===== src/rtl/processinho_core_if.sv =====
// Instruction-ROM port of the processinho core: address/enable out, opcode and immediate back.
// The ROM is synchronous; it samples pc_count on the edge where rom_enable is high.
interface processinho_core_if;
   logic       rom_enable;
   logic [3:0] pc_count;
   logic [3:0] opcode;
   logic [3:0] data_bus_in;

   modport master (output rom_enable, output pc_count, input opcode, input data_bus_in);
   modport slave  (input rom_enable, input pc_count, output opcode, output data_bus_in);
endinterface


===== src/rtl/processinho_core.sv =====
// processinho execution core: sequencer, control decoder, ACC/R datapath, 16x8 RAM, 7-seg drivers.
// Two cycles per instruction (FETCH, EXEC), three for LOAD (adds MEMRD); HALT is terminal until reset.
module processinho_core (
   input  logic                      clock,
   input  logic                      reset,
   processinho_core_if.master        rom,
   output logic [1:0]                state,
   output logic [3:0]                ir_value,
   output logic [3:0]                mar_value,
   output logic [7:0]                data_bus_out,
   output logic [7:0]                HEX0,
   output logic [7:0]                HEX1,
   output logic [7:0]                HEX2,
   output logic [7:0]                HEX3
);

   typedef enum logic [1:0] {
      S_FETCH = 2'd0,
      S_EXEC  = 2'd1,
      S_MEMRD = 2'd2,
      S_HALT  = 2'd3
   } state_t;

   state_t     st;
   logic [7:0] acc;
   logic [7:0] r_reg;
   logic [7:0] bus_q;
   logic [7:0] ram_q;
   logic [3:0] pc;
   logic [3:0] mar;
   logic [3:0] ir;
   logic [7:0] mem [16];

   logic       grab_ula;
   logic       latch_ula;
   logic       gp_read;
   logic       gp_write;
   logic       mar_write;
   logic       pc_increment;
   logic       ram_en;
   logic       ram_we;
   logic [3:0] ula_op;
   logic [7:0] ula_b;
   logic [7:0] ula_res;
   logic [7:0] gp_wdata;

   always_comb begin
      grab_ula     = 1'b0;
      latch_ula    = 1'b0;
      gp_read      = 1'b0;
      gp_write     = 1'b0;
      mar_write    = 1'b0;
      pc_increment = 1'b0;
      ram_en       = 1'b0;
      ram_we       = 1'b0;
      ula_op       = 4'h0;
      gp_wdata     = 8'h00;
      if (st == S_EXEC) begin
         ula_op       = rom.opcode;
         pc_increment = (rom.opcode != 4'hE) && (rom.opcode != 4'hF);
         case (rom.opcode)
            4'h1: begin
               gp_write = 1'b1;
               gp_wdata = {4'h0, rom.data_bus_in};
            end
            4'h2, 4'h3, 4'h4, 4'h5, 4'h6, 4'hA: begin
               gp_read   = 1'b1;
               grab_ula  = 1'b1;
               latch_ula = 1'b1;
            end
            4'h7, 4'h8, 4'h9: begin
               grab_ula  = 1'b1;
               latch_ula = 1'b1;
            end
            4'hB: begin
               gp_write = 1'b1;
               gp_wdata = acc;
            end
            4'hC: mar_write = 1'b1;
            4'hD: begin
               ram_en = 1'b1;
               ram_we = 1'b1;
            end
            4'hE: ram_en = 1'b1;
            default: ;
         endcase
      end else if (st == S_MEMRD) begin
         gp_write     = 1'b1;
         gp_wdata     = ram_q;
         pc_increment = 1'b1;
      end
   end

   // The second ULA operand is R only when the decoder routes it onto the ULA input.
   assign ula_b = gp_read ? r_reg : 8'h00;

   always_comb begin
      case (ula_op)
         4'h2:    ula_res = acc + ula_b;
         4'h3:    ula_res = acc - ula_b;
         4'h4:    ula_res = acc & ula_b;
         4'h5:    ula_res = acc | ula_b;
         4'h6:    ula_res = acc ^ ula_b;
         4'h7:    ula_res = ~acc;
         4'h8:    ula_res = {acc[6:0], 1'b0};
         4'h9:    ula_res = {1'b0, acc[7:1]};
         4'hA:    ula_res = ula_b;
         default: ula_res = acc;
      endcase
   end

   always_ff @(posedge clock or negedge reset) begin
      if (!reset) begin
         st    <= S_FETCH;
         pc    <= 4'h0;
         acc   <= 8'h00;
         r_reg <= 8'h00;
         mar   <= 4'h0;
         ir    <= 4'h0;
         bus_q <= 8'h00;
      end else begin
         if (grab_ula)     acc   <= ula_res;
         if (gp_write)     r_reg <= gp_wdata;
         if (mar_write)    mar   <= rom.data_bus_in;
         if (pc_increment) pc    <= pc + 4'd1;
         if (latch_ula)     bus_q <= ula_res;
         else if (gp_write) bus_q <= gp_wdata;
         case (st)
            S_FETCH: st <= S_EXEC;
            S_EXEC: begin
               ir <= rom.opcode;
               if (rom.opcode == 4'hE)      st <= S_MEMRD;
               else if (rom.opcode == 4'hF) st <= S_HALT;
               else                         st <= S_FETCH;
            end
            S_MEMRD: st <= S_FETCH;
            default: st <= S_HALT;
         endcase
      end
   end

   // RAM contents survive reset; reset only stops new enables by forcing FETCH.
   always_ff @(posedge clock) begin
      if (ram_en && ram_we)  mem[mar] <= acc;
      if (ram_en && !ram_we) ram_q    <= mem[mar];
   end

   function automatic logic [7:0] seg7(input logic [3:0] d);
      logic [6:0] s;
      case (d)
         4'h0: s = 7'h40;  4'h1: s = 7'h79;  4'h2: s = 7'h24;  4'h3: s = 7'h30;
         4'h4: s = 7'h19;  4'h5: s = 7'h12;  4'h6: s = 7'h02;  4'h7: s = 7'h78;
         4'h8: s = 7'h00;  4'h9: s = 7'h10;  4'hA: s = 7'h08;  4'hB: s = 7'h03;
         4'hC: s = 7'h46;  4'hD: s = 7'h21;  4'hE: s = 7'h06;  default: s = 7'h0E;
      endcase
      return {1'b1, s};
   endfunction

   assign rom.rom_enable = (st == S_FETCH);
   assign rom.pc_count   = pc;
   assign state          = st;
   assign ir_value       = ir;
   assign mar_value      = mar;
   assign data_bus_out   = bus_q;
   assign HEX0           = seg7(acc[3:0]);
   assign HEX1           = seg7(acc[7:4]);
   assign HEX2           = seg7(r_reg[3:0]);
   assign HEX3           = seg7(pc);

endmodule


===== src/flat_wrapper.sv =====
// flat-port wrapper written by rule: the top's interface ports become plain ports
module processinho_core_flat 
  (clock, reset, state, ir_value, mar_value, data_bus_out, HEX0, HEX1, HEX2, HEX3, rom_rom_enable, rom_pc_count, rom_opcode, rom_data_bus_in);
  processinho_core_if rom_i ();
  input  logic clock;
  input  logic reset;
  output logic [1:0] state;
  output logic [3:0] ir_value;
  output logic [3:0] mar_value;
  output logic [7:0] data_bus_out;
  output logic [7:0] HEX0;
  output logic [7:0] HEX1;
  output logic [7:0] HEX2;
  output logic [7:0] HEX3;
  output wire logic [$bits(rom_i.rom_enable)-1:0] rom_rom_enable;
  output wire logic [$bits(rom_i.pc_count)-1:0] rom_pc_count;
  input wire logic [$bits(rom_i.opcode)-1:0] rom_opcode;
  input wire logic [$bits(rom_i.data_bus_in)-1:0] rom_data_bus_in;
  assign rom_rom_enable = rom_i.rom_enable;
  assign rom_pc_count = rom_i.pc_count;
  assign rom_i.opcode = rom_opcode;
  assign rom_i.data_bus_in = rom_data_bus_in;
  processinho_core u_core (.clock(clock), .reset(reset), .rom(rom_i), .state(state), .ir_value(ir_value), .mar_value(mar_value), .data_bus_out(data_bus_out), .HEX0(HEX0), .HEX1(HEX1), .HEX2(HEX2), .HEX3(HEX3));
endmodule

===== config.mk =====
export PLATFORM = sky130hd
export DESIGN_NAME = processinho_core_flat
export DESIGN_NICKNAME = d
export VERILOG_FILES = /design/src/rtl/processinho_core_if.sv /design/src/rtl/processinho_core.sv /design/src/flat_wrapper.sv
export SDC_FILE = /design/constraint.sdc
export NUM_CORES = 1
export LEC_CHECK = 0
export CORE_UTILIZATION = 30
export CTS_CLUSTER_DIAMETER = 150
export DETAILED_ROUTE_END_ITERATION = 16
export GPL_TIMING_DRIVEN = 0
export REMOVE_ABC_BUFFERS = 1
export SYNTH_ARGS = -nofsm -noshare
export SYNTH_HDL_FRONTEND = slang
export SYNTH_SLANG_ARGS = --single-unit

===== constraint.sdc =====
create_clock -name clock -period 8.1 [get_ports clock]
set_input_delay 1.215 -clock clock [delete_from_list [all_inputs] [get_ports clock]]
set_output_delay 1.215 -clock clock [all_outputs]
set_load 0.03 [all_outputs]

Yosys cells after proc, flatten, opt, wreduce, memory -nomap -nowiden

Memories as Yosys holds them, arrays and structs flattened. A register that Yosys moved wholly into a read port is not among the register bits.
Index checks and enable logic that the tools add are counted.

Equality and inequality tests: 28
Bitwise operators: 4
Reduce and logical (&&, ||, !) cells: 10
Multiplexer cells: 27
$add $sub $neg: 3

Operators by type and width:

| operator                                                               | number |
|---|---|
| 8-bit case mux with 9 select lines                                     | 1 |
| 4-bit equality test (second input constant)                            | 11 |
| 8-bit two-way mux                                                      | 5 |
| 4-bit by 3-bit equality test with 1-bit output (second input constant) | 8 |
| 4-bit by 2-bit equality test with 1-bit output (second input constant) | 4 |
| 1-bit two-way mux                                                      | 16 |
| 8-bit case mux with 2 select lines                                     | 1 |
| 9-bit OR reduction                                                     | 1 |
| 8-bit adder                                                            | 1 |
| 8-bit AND                                                              | 1 |
| 4-bit inequality test (second input constant)                          | 2 |
| 8-bit inverter                                                         | 1 |
| 8-bit OR                                                               | 1 |
| 8-bit subtractor                                                       | 1 |
| 8-bit bitwise XOR                                                      | 1 |
| 2-bit case mux with 3 select lines                                     | 1 |
| 6-bit OR reduction                                                     | 1 |
| 4-bit by 1-bit adder with 4-bit output (second input constant)         | 1 |
| 4-bit by 1-bit equality test with 1-bit output (second input constant) | 1 |
| 2-bit two-way mux                                                      | 2 |
| 4-bit two-way mux                                                      | 1 |
| 2-bit OR reduction                                                     | 2 |
| 1-bit logical AND                                                      | 3 |
| 2-bit by 1-bit equality test with 1-bit output (second input constant) | 1 |
| other kinds (4)                                                        | 4 |

Logic and storage cells: 84
Memory bits (read-only): 448
Output and inout port bits: 55
RAM bits: 128
Bits in registers: 38
Memories kept: 5

Memories:

| name             | words | bits a word | read ports | clocked after memory_dff | wr ports | line                    | text |
|---|---|---|---|---|---|---|---|
| u_core.mem       | 16    | 8           | 1          | 1                        | 1        | processinho_core.sv:32  | `logic [7:0] mem [16];` |
| (name not given) | 16    | 7           | 1          | 0                        | 0        | processinho_core.sv:150 | `case (d)` |
| (name not given) | 16    | 7           | 1          | 0                        | 0        | processinho_core.sv:150 |  |
| (name not given) | 16    | 7           | 1          | 0                        | 0        | processinho_core.sv:150 |  |
| (name not given) | 16    | 7           | 1          | 0                        | 0        | processinho_core.sv:150 |  |

Longest topological paths before layout

Gate-level depths: netlist (run 1).

Word-level depth: 8
Mapped depth: 16

Worst setup path after synthesis (run 1)

Ideal clock, no wire load.

Path kind: input -> register
From: input rom_opcode[2]
To: register u_core.acc[7]
Buffers on the path: 2
Data arrival time: 4.174 ns
Setup time: 0.111 ns
Path slack: 3.815 ns
Stages on the path: 16
Cell sequence: buf_4 -> a21o_1 -> a2111oi_2 -> buf_4 -> nand2_1 -> ha_1 -> nand2_1 -> o21ai_0 -> inv_1 -> ha_1 -> nor2b_1 -> o31a_1 -> o21ai_0 -> xnor2_1 -> and3b_4 -> a2111oi_2

Longest elaborated chain between the ends: 7
Elaborated cells between the ends (all ways): 32

Ends and longest elaborated chain:

| item                                                                   | line                    | text |
|---|---|---|
| start: declaration                                                     | flat_wrapper.sv:17      | `input wire logic [$bits(rom_i.opcode)-1:0] rom_opcode;` |
| 4-bit by 2-bit equality test with 1-bit output (tied with other cells) | processinho_core.sv:61  | `case (rom.opcode)` |
| 6-bit OR reduction                                                     | processinho_core.sv:61  |  |
| 1-bit two-way mux                                                      | processinho_core.sv:61  |  |
| 1-bit two-way mux                                                      | processinho_core.sv:58  | `if (st == S_EXEC) begin` |
| 8-bit two-way mux                                                      | processinho_core.sv:95  | `assign ula_b = gp_read ? r_reg : 8'h00;` |
| 8-bit subtractor (tied with other cells)                               | processinho_core.sv:100 | `4'h3: ula_res = acc - ula_b;` |
| 8-bit case mux with 9 select lines                                     | processinho_core.sv:98  | `case (ula_op)` |
| end signal: assignment                                                 | processinho_core.sv:122 | `if (grab_ula) acc <= ula_res;` |
| end: declaration                                                       | processinho_core.sv:25  | `logic [7:0] acc;` |

Parallel ways exist; a longest one is shown, timed or not.
A chain may end at the register's enable or synchronous reset.

Final worst setup path (run 1)

From: input rom_opcode[1]
To: register u_core.bus_q[5], in the netlist u_core.data_bus_out[5]

Longest elaborated chain between the ends: 8
Elaborated cells between the ends (all ways): 42

Ends and longest elaborated chain:

| item                                                                   | line                    | text |
|---|---|---|
| 4-bit by 2-bit equality test with 1-bit output (tied with other cells) | processinho_core.sv:61  |  |
| 6-bit OR reduction                                                     | processinho_core.sv:61  |  |
| 1-bit two-way mux                                                      | processinho_core.sv:61  |  |
| 1-bit two-way mux                                                      | processinho_core.sv:58  |  |
| 8-bit two-way mux                                                      | processinho_core.sv:95  |  |
| 8-bit subtractor (tied with other cells)                               | processinho_core.sv:100 |  |
| 8-bit case mux with 9 select lines                                     | processinho_core.sv:98  |  |
| 8-bit two-way mux                                                      | processinho_core.sv:126 | `if (latch_ula) bus_q <= ula_res;` |
| end signal: assignment                                                 | processinho_core.sv:126 |  |
| end signal: assignment                                                 | processinho_core.sv:127 | `else if (gp_write) bus_q <= gp_wdata;` |
| end: declaration                                                       | processinho_core.sv:27  | `logic [7:0] bus_q;` |

Parallel ways exist; a longest one is shown, timed or not. The select of a mux whose other input is x is not followed.

==> impl_metrics.tcl, run 1 <==
set metrics [dict create \
    cp_slowest_cell "a2111oi_2" \
    drive_gt1_frac 0.134 \
    cp.required_ps 8450 \
    cts.clk_slew.worst_paths_ps 70 \
    hpwl_um 14400 \
    mostFrequentLayoutCell "edfxtp_1" \
    synthFlopType "edfxtp_1" \
    critPathCaptureType "flop" \
    fillers 2890 \
    startpoint "rom_opcode[1]" \
    worstMarginPinSlew_ps 1290 \
    multi_input_area_um2 3690 \
    cts_root_buf "clkbuf_16" \
    min_from "u_core.ir_value[1]" \
    r2r_cells 14 \
    power_mw 4.40 \
    maxSlewHeadroom 0.135 \
    n_antenna_cell 0 \
    numPortBuffers 60 \
    h-tree-depth 4 \
    skew_ps 11.6 \
    cts_resized 0 \
    cp_slowest_stage_delay_ps 1080 \
    cts_hold_buf 0 \
    min_delay_path_depth 2 \
    grt_max_degree 39 \
    rows 63 \
    setup_tns_ps 0 \
    drv_slew 0 \
    synthTopCellsByArea "edfxtp_1, mux4_2, dfrtp_1, ha_1, nor2_1" \
    tritoncts "done" \
    clock_latency_ps 430 \
    wl_per_cell_um 19.5 \
    placed_cells 1092 \
    power.density_nw_per_um2 418 \
    drc 2 \
    fin_crit_ps 5810 \
    nNetsFinal 781 \
    violations "DRC" \
    die_w_um 175 \
    p_leak_nw 3.73 \
    regMostFlops "u_core.mem" \
    grt_pass1_wl_um 33900 \
    regArea_um2 5040 \
    synth_cells 678 \
    area_delta_synth_final_pct 16.9 \
    finalNonFillerCells 1124 \
    boundaryPins 65 \
    path_class "in -> reg" \
    start_util 0.304 \
    gp_congestion 0.837 \
    ys_warn_count 0 \
    placed_area_um2 9960 \
    routed_wl_um 22000 \
    final_util 0.356 \
    die_area_um2 30800 \
    firstDrtPassIters 12 \
    rsz0062_at_grt "false" \
    critPathMaxFanout 19 \
    layout_common_cells "edfxtp_1, clkdlybuf4s50_1, nor2_1" \
    startpoint_type "primary input" \
    netlist_area_um2 9020 \
    netlist.top_cell.by_area "edfxtp_1" \
    yosysTopAreaCellShare 0.453 \
    synth-seq-cells 174 \
    holdCritPathClass "reg -> reg" \
    grt_pass1_vias 5628 \
    cts-buffers-inserted 17 \
    ys_seq_area_frac 0.558 \
    drtIter0Drc 587 \
    numClockSinks 174 \
    hold_violations 0 \
    fin_crit_sh 0.717 \
    maxCapViolations 0 \
    cts_post_setup_buffers_inserted 0 \
    vias_per_cell 5.13 \
    die_h_um 175 \
    outcome "finished, violations left" \
    irDropWorstVdd_v 0.000205 \
    synthArstFlopShare 0.218 \
    synth_edf_count 136 \
    syn_avg_cell_area_um2 13.3 \
    largest_reg_flops 128 \
    cp_cell_sequence "clkdlybuf4s50_1, a21o_1, a2111oi_2, nand2_1, ha_1, nand2_1, o21ai_0, inv_1, ha_1, nor2b_1, o31a_1, o21a_1, o21a_1, o31ai_1, a21boi_0" \
    max-clock-path-buffers 2 \
    antenna_left 0 \
    via_count 5767 \
    synth.distinct_cells 65 \
    r2r_start "u_core.state[1]" \
    setup_viol 0 \
    antenna_found_initial 0 \
    grt.overflow.total 0 \
    core-area_um2 29600 \
    finalInstanceArea_um2 10500 \
    critPathArrivalTime_ps 6160 \
    grt_usage 0.148 \
    timing.fmax_ghz 0.172 \
]
-- critical path: cells and delay by family --
family	cells	cell delay, ps
simple gates	3	490
fa+ha+maj	2	640
buf+inv	2	930
compound gates	8	2870
-- final cells by class --
class / count / area share
Clock buffer: 18 / 0.0407
Clock inverter: 14 / 0.0145
Inverter: 29 / 0.0103
Multi-Input combinational cell: 437 / 0.350
Sequential cell: 174 / 0.478
Tap cell: 390 / 0.0463
Timing Repair Buffer: 62 / 0.0603
-- routing by layer --
layer | GRT usage | part of all wire
met5 | 0 | 0
met4 | 0.0507 | 0.018
met3 | 0.0301 | 0.055
met2 | 0.228 | 0.46
met1 | 0.206 | 0.47
-- report_power, final --
| part | leakage [nW] | switching (mW) | total (mW) | internal, mW |
|---|---|---|---|---|
| logic | 1.75 | 1.07 | 1.99 | 0.922 |
| registers | 1.69 | 0.425 | 1.60 | 1.18 |
| clock network | 0.286 | 0.369 | 0.806 | 0.437 |
| total | 3.73 | 1.87 | 4.40 | 2.53 |
-- cells by family (layout without fill, tap and decap cells) --
group	count (synthesis)	after routing	share of synthesized area
AND/OR/NAND/NOR	171	171	0.0922
multiplexers	64	64	0.132
AO/OA/AOI/OAI	137	137	0.103
buffers and inverters	70	123	0.0341
XOR/XNOR	11	11	0.0107
flip-flops	174	174	0.558
other	1	4	0.000416
adder cells (fa/ha/maj)	50	50	0.0702
-- final timing paths --
| path | end | slack [ps] |
|---|---|---|
| worst max register to register | u_core.data_bus_out[5] | 3160 |
| worst min-delay path | u_core.ir_value[1] | 480 |
| max in group asynchronous | u_core.mar_value[0] | 7140 |
| min in group asynchronous | u_core.data_bus_out[5] | 730 |
| worst min register to register | u_core.ir_value[1] | 480 |
| worst max-delay path | u_core.data_bus_out[5] | 2290 |
-- synth_stat cells (3+ instances only) --
master	count
a211oi_1	7
a21boi_0	5
a21o_1	3
a21oi_1	37
a221o_1	3
a221oi_1	7
a22o_1	5
a22oi_1	9
a31oi_1	5
buf_1	4
buf_2	12
buf_4	8
clkbuf_1	17
dfrtp_1	38
edfxtp_1	136
ha_1	49
inv_1	26
mux2_2	7
mux2i_1	14
mux4_2	43
nand2_1	47
nand2b_1	9
nand3_1	4
nor2_1	58
nor2b_1	6
nor3_1	15
nor4_1	4
o211ai_1	6
o21a_1	6
o21ai_0	24
o31ai_1	3
or3_1	6
xnor2_1	9
-- stage by stage --
stage	hold slack, ps	setup slack [ps]
floorplan	442	3650
global placement	471	1950
detailed placement	475	1970
CTS	491	2410
global route	520	1960
finish	483	2290
No activity file was read; power rests on OpenSTA's default activity.
==> run 2, diff against run 1 <==
==> constraint.sdc (replaced) <==
create_clock -name clock -period 5.7 [get_ports clock]
set_input_delay 0.855 -clock clock [delete_from_list [all_inputs] [get_ports clock]]
set_output_delay 0.855 -clock clock [all_outputs]
set_load 0.03 [all_outputs]
==> run 2 against run 1 <==
  * The run still ends with DRC left
  * Register-to-register slack got worse by 2000 ps
  * Combinational power rose by 43%
  * Die area unchanged
  * Count of clock-buffer cells in the layout did not move
  * Sequential share of layout area decreased by 0.057 points
  * Worst setup slack lost 1700 ps
  * Critical path depth is the same
  * Via count fell by 0.26%
  * Cell count did not move
  * Largest cell class unchanged
  * Global-route usage unchanged
  * Core utilization about the same
  * Non-clock buffer count unchanged
==> impl_metrics.tcl, run 2 (same netlist as run 1, synthesis figures left out) <==
set metrics [dict create \
    worstMarginPinSlew_ps 1380 \
    vias_per_cell 5.12 \
    p_leak_nw 3.73 \
    boundaryPins 65 \
    layout_setup_ws_ps 601 \
    drv_slew 0 \
    placed_area_um2 9960 \
    layout_common_cells "edfxtp_1, clkdlybuf4s50_1, nor2_1" \
    cts-buffers-inserted 17 \
    grt_max_degree 39 \
    regMostFlops "u_core.mem" \
    routed_wl_um 21900 \
    outcome "finished, violations left" \
    antenna_left 0 \
    cts_post_setup_buffers_inserted 0 \
    cts_root_buf "clkbuf_16" \
    hold_violations 0 \
    start_util 0.304 \
    numPortBuffers 60 \
    die_h_um 175 \
    max-clock-path-buffers 2 \
    skew_ps 11.7 \
    nNetsFinal 781 \
    grt_pass1_vias 5628 \
    firstDrtPassIters 10 \
    setup_tns_ps 0 \
    final_util 0.356 \
    r2r_start "u_core.state[1]" \
    numClockSinks 174 \
    via_count 5752 \
    power_mw 6.25 \
    antenna_found_initial 0 \
    grt_pass1_wl_um 33900 \
    place_ws_ps -66.5 \
    area_delta_synth_final_pct 17.0 \
    mostFrequentLayoutCell "edfxtp_1" \
    cts_hold_buf 0 \
    rsz0062_at_grt "false" \
    ff2ff_setup_slack_ps 1150 \
    timing.fmax_ghz 0.196 \
    cts.clk_slew.worst_paths_ps 70 \
    h-tree-depth 4 \
    irDropWorstVdd_v 0.000291 \
    drtIter0Drc 591 \
    die_w_um 175 \
    rows 63 \
    critPathMaxFanout 19 \
    critPathArrivalTime_ps 5450 \
    core-area_um2 29600 \
    reg2reg_to "u_core.data_bus_out[5]" \
    drive_gt1_frac 0.134 \
    fin_crit_sh 0.895 \
    path_class "in -> reg" \
    power.density_nw_per_um2 593 \
    gp_congestion 0.837 \
    die_area_um2 30800 \
    startpoint_type "primary input" \
    drc 2 \
    cp.required_ps 6050 \
    n_antenna_cell 0 \
    largest_reg_flops 128 \
    grt_usage 0.148 \
    cts_resized 0 \
    violations "DRC" \
    hpwl_um 14400 \
    wl_per_cell_um 19.5 \
    maxSlewHeadroom 0.0754 \
    grt.overflow.total 0 \
    holdCritPathClass "in -> async" \
    maxCapViolations 0 \
    clock_latency_ps 430 \
    setup_viol 0 \
    tritoncts "done" \
    r2r_cells 14 \
    critPathCaptureType "flop" \
    finalInstanceArea_um2 10600 \
    fin_crit_ps 5100 \
]
==> run 2: power breakdown <==
part / internal, mW / switching (mW) / leakage, nW
Sequential: 1.67 / 0.602 / 1.69
Combinational: 1.31 / 1.53 / 1.75
Clock: 0.621 / 0.522 / 0.286
Total: 3.60 / 2.65 / 3.73
==> run 2: stage by stage <==
step / hold WS (ps) / std cells
after global placement: 471 / 1090
after detailed placement: 475 / 1092
final: 375 / 1124
after CTS: 377 / 1124
after floorplan: 442 / 640
after global routing: 384 / 1124
==> run 2: worst max-delay path, stage by stage <==
cell,delay [ps]
clkdlybuf4s50_1,850
a21o_1,370
a2111oi_4,750
nand2_1,260
ha_1,330
nand2_1,40
o21ai_0,160
inv_1,100
ha_1,280
nor2b_1,140
o31a_1,280
o21a_1,190
o21a_1,170
o31ai_1,430
a21boi_0,230
==> run 2: worst max-delay path by stage <==
stage,start,end,slack (ps),depth (start not counted)
global route,rom_opcode[1],u_core.data_bus_out[5],400,15
finish,rom_opcode[1],u_core.data_bus_out[5],600,15
global placement,rom_opcode[1],u_core.data_bus_out[5],-90,15
CTS,rom_opcode[1],u_core.data_bus_out[5],370,14
detailed placement,rom_opcode[1],u_core.data_bus_out[5],-70,14
floorplan,rom_opcode[2],u_core.acc[7],1610,14
==> run 2: final cells by class <==
cell class	count	area [um^2]
sequential	174	5040
tap	390	488
fill	2890	19100
timing repair buffer	62	636
clock inverter	14	153
clock buffer	18	429
multi-input combinational	437	3700
inverter	29	109
==> run 2: layer usage <==
metal / global-route usage / share of wire / vias up
met1: 0.206 / 0.46 / 2884
met3: 0.0301 / 0.057 / 22
li1: - / - / 2665
met2: 0.228 / 0.46 / 181
met4: 0.0507 / 0.016 / 0
met5: 0 / 0 / -
==> patch (flow settings as in run 2) <==
Register the outputs `HEX0`, `HEX1`, `HEX2` and `HEX3`, with the module's reset; this adds one clock of latency there. The other outputs are not delayed to match.
--- a/src/rtl/processinho_core.sv
+++ b/src/rtl/processinho_core.sv
@@ -162,10 +162,19 @@
    assign ir_value       = ir;
    assign mar_value      = mar;
    assign data_bus_out   = bus_q;
-   assign HEX0           = seg7(acc[3:0]);
-   assign HEX1           = seg7(acc[7:4]);
-   assign HEX2           = seg7(r_reg[3:0]);
-   assign HEX3           = seg7(pc);
+   always_ff @(posedge clock or negedge reset) begin
+      if (!reset) begin
+         HEX0 <= '0;
+         HEX1 <= '0;
+         HEX2 <= '0;
+         HEX3 <= '0;
+      end else begin
+         HEX0 <= seg7(acc[3:0]);
+         HEX1 <= seg7(acc[7:4]);
+         HEX2 <= seg7(r_reg[3:0]);
+         HEX3 <= seg7(pc);
+      end
+   end
 
 endmodule
 
Behaviour: not the same (Yosys sat finds a counterexample within 4 cycles, from zero or initial values and one cycle with reset low).
==> patch against run 2 <==
  * Synthesized area is 7.7% higher
  * Non-clock buffer count grew 3
  * Register-to-register slack worse by 190 ps
  * Count of clock-buffer cells in the layout is 7 higher
  * Final cell count up 4.0%
  * Sequential cell count up 29
  * Final area increased by 8.2%
  * Utilization grew 0.40 points
  * Power rose by 4.1%
  * Worst setup slack lost 58 ps
  * Global-route usage fell by 1.0 points
  * Via count increased by 4.3%
  * Wire length grew 2.8%
  * Largest cell class unchanged
  * Largest power group is now registers
==> patch: results (changes against run 2) <==
| Metric | Value |
|---|---|
| Via/cell ratio | `5.13 (+0.33%)` |
| Gpl congestion | `0.824 (-1.5%)` |
| Run status | `complete, no violations` |
| Initial DRC Count | `469 (-21%)` |
| RR Startpoint | `u_core.state[0]` |
| Drt pass-1 iters | `5 (-5)` |
| Port bufs | `64 (+6.7%)` |
| DP Area | `10700 um^2 (+7.1%)` |
| Final net count | `811 (+3.8%)` |
| Synth cell count leaders | `edfxtp_1, dfrtp_1, nand2_1` |
| Bufs on Longest Clock Path | `3 (+1)` |
| Layout cells sized above 1 | `12.8% (-0.57 points)` |
| Distinct cells, synth | `66 (+1.5%)` |
| Fillcell total | `3034 (+5.0%)` |
| Worst R2R Setup Slack | `960 ps (-190 ps)` |
| Met3 Usage GRT | `2.59% (-0.42 points)` |
| Gate Count Post-Synth | `703 (+3.7%)` |
| Worst R2R End | `u_core.data_bus_out[6]` |
| Top cells by area, synth | `edfxtp_1, dfrtp_1, mux4_2` |
| Largest net degree at the start of global routing | `68 (+74%)` |
| DP Worst Slack | `46.2 ps (+113 ps)` |
| Peak supply drop | `0.000204 V (-30%)` |
| Share of the yosys chip area belonging to registers | `59.3% (+3.5 points)` |
| Final Skew | `10.9 ps (-0.852 ps)` |
| Post-route minimum period | `5160 ps (+58.0 ps)` |
| All-Layer GR Usage | `13.8% (-1.0 points)` |
| Leakage | `0.00421 uW (+13%)` |
| Async S/R FF share, synth | `33.0% (+11 points)` |
| Fin Hold WS | `459 ps (+83.2 ps)` |
| CP max stage delay | `1170 ps (+320 ps)` |
| Met1 Resource Use GR | `18.9% (-1.7 points)` |
-- patch: area by class of cell --
cell class / count / area, um^2 / share of cell area, %
Timing Repair Buffer: 65 / 658 / 5.76
Multi-Input combinational cell: 427 / 3630 / 31.8
Inverter: 31 / 116 / 1.02
Clock buffer: 25 / 583 / 5.11
Clock inverter: 16 / 163 / 1.42
Tap cell: 402 / 503 / 4.40
Sequential cell: 203 / 5760 / 50.5
-- patch: metal layers --
metal / up-vias / wire length (um) / part of all wire [%]
met3: 26 / 1350 / 6.0
met4: 0 / 468 / 2.1
li1: 2744 / - / -
met5: - / 0 / 0
met1: 3063 / 10200 / 45
met2: 169 / 10600 / 47
-- patch: worst max path at each step --
stage | startpoint | to | cells after the start
global route | rom_opcode[1] | u_core.data_bus_out[6] | 14
finish | rom_opcode[1] | u_core.data_bus_out[6] | 14
detailed placement | rom_opcode[1] | u_core.acc[6] | 14
global placement | rom_opcode[1] | u_core.data_bus_out[6] | 14
floorplan | u_core.state[0] | u_core.acc[7] | 15
CTS | rom_opcode[1] | u_core.data_bus_out[6] | 14
-- patch: logic make-up (layout without fill, tap and decap cells) --
group / Yosys count / in the layout / share of synthesized area, %
muxes: 61 / 61 / 12.1
buffers and inverters: 73 / 137 / 3.39
DFF: 203 / 203 / 59.3
xor gates and xnor gates: 11 / 11 / 0.992
and+or+nand+nor: 177 / 177 / 8.71
adders and majority gates: 50 / 50 / 6.52
AOI/OAI and AO/OA: 127 / 127 / 8.89
other: 1 / 1 / 0.0386
-- patch: report_power, final --
part | internal (uW) | switching (uW)
clock network | 842 | 616
registers | 1970 | 596
logic | 1170 | 1310
